$ cat src/rtl/usr_param_if.sv
`default_nettype none
// ============================================================================
// Module   : usr_param_if
// Brief    : Control, data and status bundle for the usr_param shift register.
// Revision : 1.0
// ============================================================================
interface usr_param_if #(
    parameter int WIDTH = 8,
    parameter int AW    = $clog2(WIDTH + 1)
);
    logic             en;
    logic [2:0]       mode;
    logic [WIDTH-1:0] din;
    logic             sinl;
    logic             sinr;
    logic             start;
    logic [AW-1:0]    amt;
    logic [WIDTH-1:0] q;
    logic             sout_l;
    logic             sout_r;
    logic             busy;
    logic             done;

    modport master (
        output en, mode, din, sinl, sinr, start, amt,
        input  q, sout_l, sout_r, busy, done
    );

    modport slave (
        input  en, mode, din, sinl, sinr, start, amt,
        output q, sout_l, sout_r, busy, done
    );
endinterface
`default_nettype wire

$ cat src/rtl/usr_param.sv
`default_nettype none
// ============================================================================
// Module   : usr_param
// Brief    : Universal shift register with single-step ops and stallable
//            multi-step shift/rotate runs.
// Revision : 1.0
// ============================================================================
module usr_param #(
    parameter int WIDTH = 8,
    parameter int AW    = $clog2(WIDTH + 1)
) (
    input  wire logic    clk,
    input  wire logic    reset,
    usr_param_if.slave   bus
);

    localparam logic [2:0]    C_OP_HOLD  = 3'b000;
    localparam logic [2:0]    C_OP_SHL   = 3'b001;
    localparam logic [2:0]    C_OP_SHR   = 3'b010;
    localparam logic [2:0]    C_OP_LOAD  = 3'b011;
    localparam logic [2:0]    C_OP_ROTL  = 3'b100;
    localparam logic [2:0]    C_OP_ROTR  = 3'b101;
    localparam logic [2:0]    C_OP_ASR   = 3'b110;
    localparam logic [2:0]    C_OP_CLEAR = 3'b111;
    localparam logic [AW-1:0] C_MAX_AMT  = AW'(WIDTH);
    localparam logic [AW-1:0] C_ONE      = AW'(1);

    typedef enum logic [0:0] {
        ST_IDLE = 1'b0,
        ST_RUN  = 1'b1
    } state_t;

    state_t           state_q, state_d;
    logic [AW-1:0]    cnt_q,   cnt_d;
    logic [2:0]       op_q,    op_d;
    logic [WIDTH-1:0] q_q,     q_d;
    logic             busy_q,  busy_d;
    logic             done_q,  done_d;

    logic [AW-1:0]    w_amt_clamped;
    logic             w_is_multi;

    function automatic logic [WIDTH-1:0] f_step(
        input logic [2:0]       op,
        input logic [WIDTH-1:0] cur,
        input logic [WIDTH-1:0] load,
        input logic             sl,
        input logic             sr
    );
        case (op)
            C_OP_SHL:   f_step = {cur[WIDTH-2:0], sl};
            C_OP_SHR:   f_step = {sr, cur[WIDTH-1:1]};
            C_OP_LOAD:  f_step = load;
            C_OP_ROTL:  f_step = {cur[WIDTH-2:0], cur[WIDTH-1]};
            C_OP_ROTR:  f_step = {cur[0], cur[WIDTH-1:1]};
            C_OP_ASR:   f_step = {cur[WIDTH-1], cur[WIDTH-1:1]};
            C_OP_CLEAR: f_step = '0;
            default:    f_step = cur;
        endcase
    endfunction

    assign w_amt_clamped = (bus.amt > C_MAX_AMT) ? C_MAX_AMT : bus.amt;
    assign w_is_multi    = (bus.mode == C_OP_SHL)  || (bus.mode == C_OP_SHR) ||
                           (bus.mode == C_OP_ROTL) || (bus.mode == C_OP_ROTR) ||
                           (bus.mode == C_OP_ASR);

    always_comb begin
        state_d = state_q;
        cnt_d   = cnt_q;
        op_d    = op_q;
        q_d     = q_q;
        busy_d  = busy_q;
        done_d  = 1'b0;

        case (state_q)
            ST_IDLE: begin
                if (bus.start) begin
                    if (w_is_multi) begin
                        // Latch the op; a zero-length run completes without entering RUN.
                        op_d  = bus.mode;
                        cnt_d = w_amt_clamped;
                        if (w_amt_clamped != '0) begin
                            state_d = ST_RUN;
                            busy_d  = 1'b1;
                        end else begin
                            done_d  = 1'b1;
                        end
                    end else begin
                        q_d    = f_step(bus.mode, q_q, bus.din, bus.sinl, bus.sinr);
                        done_d = 1'b1;
                    end
                end else if (bus.en) begin
                    q_d = f_step(bus.mode, q_q, bus.din, bus.sinl, bus.sinr);
                end
            end
            ST_RUN: begin
                if (bus.en) begin
                    q_d   = f_step(op_q, q_q, bus.din, bus.sinl, bus.sinr);
                    cnt_d = cnt_q - C_ONE;
                    if (cnt_q == C_ONE) begin
                        state_d = ST_IDLE;
                        busy_d  = 1'b0;
                        done_d  = 1'b1;
                    end
                end
            end
            default: begin
                state_d = ST_IDLE;
                busy_d  = 1'b0;
            end
        endcase
    end

    always_ff @(posedge clk or negedge reset) begin
        if (!reset) begin
            state_q <= ST_IDLE;
            cnt_q   <= '0;
            op_q    <= C_OP_HOLD;
            q_q     <= '0;
            busy_q  <= 1'b0;
            done_q  <= 1'b0;
        end else begin
            state_q <= state_d;
            cnt_q   <= cnt_d;
            op_q    <= op_d;
            q_q     <= q_d;
            busy_q  <= busy_d;
            done_q  <= done_d;
        end
    end

    assign bus.q      = q_q;
    assign bus.sout_l = q_q[WIDTH-1];
    assign bus.sout_r = q_q[0];
    assign bus.busy   = busy_q;
    assign bus.done   = done_q;

endmodule
`default_nettype wire

$ cat src/flat_wrapper.sv
// flat-port wrapper written by rule: the top's interface ports become plain ports
module usr_param_flat 
#(
    parameter int WIDTH = 8,
    parameter int AW    = $clog2(WIDTH + 1)
)
  (clk, reset, bus_en, bus_mode, bus_din, bus_sinl, bus_sinr, bus_start, bus_amt, bus_q, bus_sout_l, bus_sout_r, bus_busy, bus_done);
  usr_param_if #(.WIDTH(WIDTH), .AW(AW)) bus_i ();
  input  wire logic clk;
  input  wire logic reset;
  input wire logic [$bits(bus_i.en)-1:0] bus_en;
  input wire logic [$bits(bus_i.mode)-1:0] bus_mode;
  input wire logic [$bits(bus_i.din)-1:0] bus_din;
  input wire logic [$bits(bus_i.sinl)-1:0] bus_sinl;
  input wire logic [$bits(bus_i.sinr)-1:0] bus_sinr;
  input wire logic [$bits(bus_i.start)-1:0] bus_start;
  input wire logic [$bits(bus_i.amt)-1:0] bus_amt;
  output wire logic [$bits(bus_i.q)-1:0] bus_q;
  output wire logic [$bits(bus_i.sout_l)-1:0] bus_sout_l;
  output wire logic [$bits(bus_i.sout_r)-1:0] bus_sout_r;
  output wire logic [$bits(bus_i.busy)-1:0] bus_busy;
  output wire logic [$bits(bus_i.done)-1:0] bus_done;
  assign bus_i.en = bus_en;
  assign bus_i.mode = bus_mode;
  assign bus_i.din = bus_din;
  assign bus_i.sinl = bus_sinl;
  assign bus_i.sinr = bus_sinr;
  assign bus_i.start = bus_start;
  assign bus_i.amt = bus_amt;
  assign bus_q = bus_i.q;
  assign bus_sout_l = bus_i.sout_l;
  assign bus_sout_r = bus_i.sout_r;
  assign bus_busy = bus_i.busy;
  assign bus_done = bus_i.done;
  usr_param #(.WIDTH(WIDTH), .AW(AW)) u_core (.clk(clk), .reset(reset), .bus(bus_i));
endmodule
$ cat config.mk
export PLATFORM = sky130hd
export DESIGN_NAME = usr_param_flat
export DESIGN_NICKNAME = d
export VERILOG_FILES = /design/src/rtl/usr_param_if.sv /design/src/rtl/usr_param.sv /design/src/flat_wrapper.sv
export SDC_FILE = /design/constraint.sdc
export NUM_CORES = 1
export LEC_CHECK = 0
export CORE_ASPECT_RATIO = 0.9
export CORE_MARGIN = 8
export CORE_UTILIZATION = 51
export CTS_BUF_LIST = sky130_fd_sc_hd__clkbuf_16
export CTS_CLUSTER_SIZE = 8
export DETAILED_ROUTE_END_ITERATION = 7
export PLACE_DENSITY = 0.82
export SETUP_SLACK_MARGIN = 0.4
export SYNTH_ARGS = -nofsm -noshare
export SYNTH_HDL_FRONTEND = slang
export SYNTH_SLANG_ARGS = --single-unit
export TNS_END_PERCENT = 1
$ cat constraint.sdc
create_clock -name clk -period 1.6 [get_ports clk]
set_input_delay 0.48 -clock clk [delete_from_list [all_inputs] [get_ports clk]]
set_output_delay 0.48 -clock clk [all_outputs]
set_load 0.005 [all_outputs]
==> impl_results.md <==
* CP Max Fanout at 2
* Ys flop type: dfrtp_1
* Cell Chain, Critical Path: clkdlybuf4s50_1 -> a221o_1 -> a221oi_1 -> o31ai_2
* Critical path arrival at 1.68 ns
* Final Hold Viols at 0
* F_max at 0.6461 GHz
* Cell Area, Synth at 1610 µm²
* DIE AREA at 5214 µm²
* Area leader, netlist: dfrtp_1
* Die Width at 75.23 µm
* Vias per Instance at 6.567
* Gr usage total at 23.85%
* Required @ worst endpoint at 1.73 ns
* Initial DRC count at 271
* CTS Hold Bufs at 0
* Min cycle time layout at 1.548 ns
* Distinct cell type count after synthesis at 42
* Worst-skew pair later-pin latency at 0.25 ns
* Fin Setup TNS at 0 ns
* GRT overflow at 0
* Final net count at 294
* Pre-Repair DR Iteration Count at 7
* Power Density at 1767 nW/µm²
* Max H-tree Level at 1
* IO Pins at 33
* Fin crit share at 96.73%
* Vias in the first global route at 2013
* Worst setup SP type: input pin
* Status: completed
* Power Total at 4.300 mW
* Post-Route Skew at 0.002888 ns
* Initial core utilization at 52.92%
* Final ANT Viol Nets at 0
* Placer Congestion at 1.005
* Aggregate routed wire length at 6137 µm
* Max_slew headroom at 73.36%
* First-pass GRT wire length at 9873 µm
* TritonCTS Sinks at 18
* Max incr delay on CP at 0.43 ns
* Share of cells above drive strength 1 at 31.85%
* Initial antenna violation count at 0
* Endpoint class of the critical path: register
* Clock Path Buffers at 2
* Asr flop ratio synth at 100.0%
* Tightest Pin Transition at 0.3945 ns
* # DRC at 0
* Die height at 69.31 µm
* Slowest cell on the critical path: clkdlybuf4s50_1
* Post-synthesis cell count at 201
* Row count at 19
* Worst setup path class: in -> reg
* Via count at 2049
* Syn_area_per_cell at 8.011 µm²
* CTS tree: built
* Root Buffer Master: clkbuf_16
* Synthesis-to-layout area growth at 51.13%
* Worst hold-check path type: in -> async
* R2R depth at 6
* Max-cap viol count at 0
* Clock slew seen by the registers of the worst setup and hold paths at 0.06 ns
* Yosys warning count at 0
* Antenna fix cells at 0
* CTS Buf Count at 3
* Max VDD drop at 0.001073 V
* #FFs+latches synth at 18
* Post-Syn Nets at 224
* Fin util at 79.98%
* Pins Over Slew Limit at 0
* HPWL Detailed at 4203 µm
* Sequential area share after synthesis at 27.97%
* Core Area at 3043 µm²
* Wire per inst at 19.67 µm
* IO buf count at 32
* Final setup viols at 0
* Post-synth EDFFs at 0
* Filler cell count at 230
* Pin count of the biggest net entering global routing at 19
* Leakage Power at 1.081 nW
* RSZ-0062 raised after global routing: yes
* Top area cells in the synthesized netlist: dfrtp_1, o21ai_0, mux2i_1
* Top cell type's share of synthesized area at 27.97%
[sequential cells by signal (all words and copies together) (netlist names)]
name,flops
u_core.op_q,3
u_core.bus.done,1
u_core.bus.q,8
u_core.bus.busy,1
u_core.cnt_q,4
u_core.state_q,1
[layout by cell type (no fill, tap or decap), types with 2 or more instances in the layout]
cell type / netlist / layout
nand3b_1: 2 / 2
buf_6: 0 / 3
dfrtp_2: 0 / 4
ha_1: 2 / 2
nand3_1: 9 / 9
mux2_2: 5 / 4
a221oi_1: 5 / 4
o21ai_0: 17 / 15
nand2b_1: 8 / 8
nor2_1: 14 / 13
o21ai_1: 0 / 2
a21oi_1: 13 / 11
buf_4: 3 / 48
o31ai_2: 0 / 4
a211oi_1: 8 / 6
inv_1: 7 / 7
buf_2: 8 / 2
nand2_1: 16 / 16
a22o_1: 2 / 2
a211oi_2: 0 / 2
clkbuf_16: 0 / 3
clkdlybuf4s50_1: 0 / 13
o221ai_1: 2 / 2
nor2b_1: 5 / 4
o31ai_1: 8 / 4
nor3_1: 4 / 3
o311ai_0: 3 / 3
a21oi_2: 0 / 2
dfrtp_1: 18 / 14
o211ai_1: 2 / 2
nand4b_1: 2 / 2
dlygate4sd2_1: 0 / 15
a221o_1: 3 / 3
a21o_1: 4 / 4
mux2i_1: 8 / 8
[metrics by stage]
step / instances / hold WS, ns / worst slack (ns) / instance area (µm²)
6_report: 312 / 0.5651 / 0.05225 / 2434
5_1_grt: 312 / 0.5879 / -0.006327 / 2434
3_3_place_gp: 300 / 0.5196 / -0.6366 / 2235
2_1_floorplan: 201 / 0.1844 / 0.03591 / 1654
4_1_cts: 311 / 0.5599 / 0.05915 / 2380
3_5_place_dp: 300 / 0.5374 / -0.7207 / 2235
[per-layer routing]
metal  up-vias  routed length, µm  GRT usage, %
met2       149               2907         36.66
met4         0                193         10.45
li1        893                  -             -
met1       972               2480         32.17
met5         -                  0             0
met3        35                557         2.601
[cells by family (layout without fill, tap and decap cells)]
| group | Yosys count | count (layout) | share of synthesized area [%] |
|---|---|---|---|
| buffers and inverters | 25 | 94 | 7.149 |
| flip-flops | 18 | 18 | 27.97 |
| AND/OR/NAND/NOR | 66 | 66 | 20.67 |
| multiplexers | 13 | 13 | 8.469 |
| adder cells (fa/ha/maj) | 2 | 2 | 1.554 |
| AO/OA/AOI/OAI | 76 | 76 | 33.65 |
| XOR/XNOR | 1 | 1 | 0.5440 |
[worst max-delay path, delay by kind of cell]
family | cells | cell delay [ns]
AO/OA/AOI/OAI | 3 | 0.76
buffers and inverters | 1 | 0.43
[report_power, final]
part           switching [mW]  internal, mW
Combinational            1.48          1.43
Clock                   0.188         0.333
Sequential              0.197         0.678
[repair_timing]
action	4_1_cts	5_1_grt
pin swaps	6	3
resized for setup	43	13
setup endpoints to repair	30	30
buffers inserted	7	1
hold endpoints to repair	0	0
[layout make-up]
type	count	area (µm²)	area share, %
repair buffers	83	691.9	28.43
clock inverters	1	3.754	0.1542
clock buffers	3	75.07	3.085
flip-flops and latches	18	455.4	18.71
multi-input cells	158	1129	46.38
well taps	42	52.55	2.159
inverters	7	26.28	1.080
[Yosys cell counts, drive strengths merged, types with 2 or more instances]
library cell   n
buf           11
mux2           5
o32a           2
nor3           5
a21o           4
nand2         16
o31ai          8
a211oi         8
nor2b          5
o211ai         2
o21ai         17
nand3          9
nand2b         8
nand4b         2
nor4           2
a221o          3
nand3b         2
inv            7
a22o           2
nor2          14
o311ai         3
mux2i          8
a221oi         5
ha             2
a21oi         13
dfrtp         18
clkbuf         7
o221ai         2
[path summary, 6_finish.rpt]
check                                                 start                     endpoint  slack [ns]
worst max-delay path                             bus_din[2]  u_core.bus.q[2]$_DFFE_PN0P_        0.05
worst min-delay path                                  reset  u_core.cnt_q[2]$_DFFE_PN0P_        0.57
worst max register to register  u_core.bus.q[0]$_DFFE_PN0P_  u_core.bus.q[7]$_DFFE_PN0P_        0.06
worst min register to register  u_core.cnt_q[3]$_DFFE_PN0P_  u_core.cnt_q[3]$_DFFE_PN0P_        0.57
max in group asynchronous                             reset     u_core.state_q$_DFF_PN0_        0.80
min in group clk                u_core.cnt_q[3]$_DFFE_PN0P_  u_core.cnt_q[3]$_DFFE_PN0P_        0.57
No activity file was read; power rests on OpenSTA's default activity.
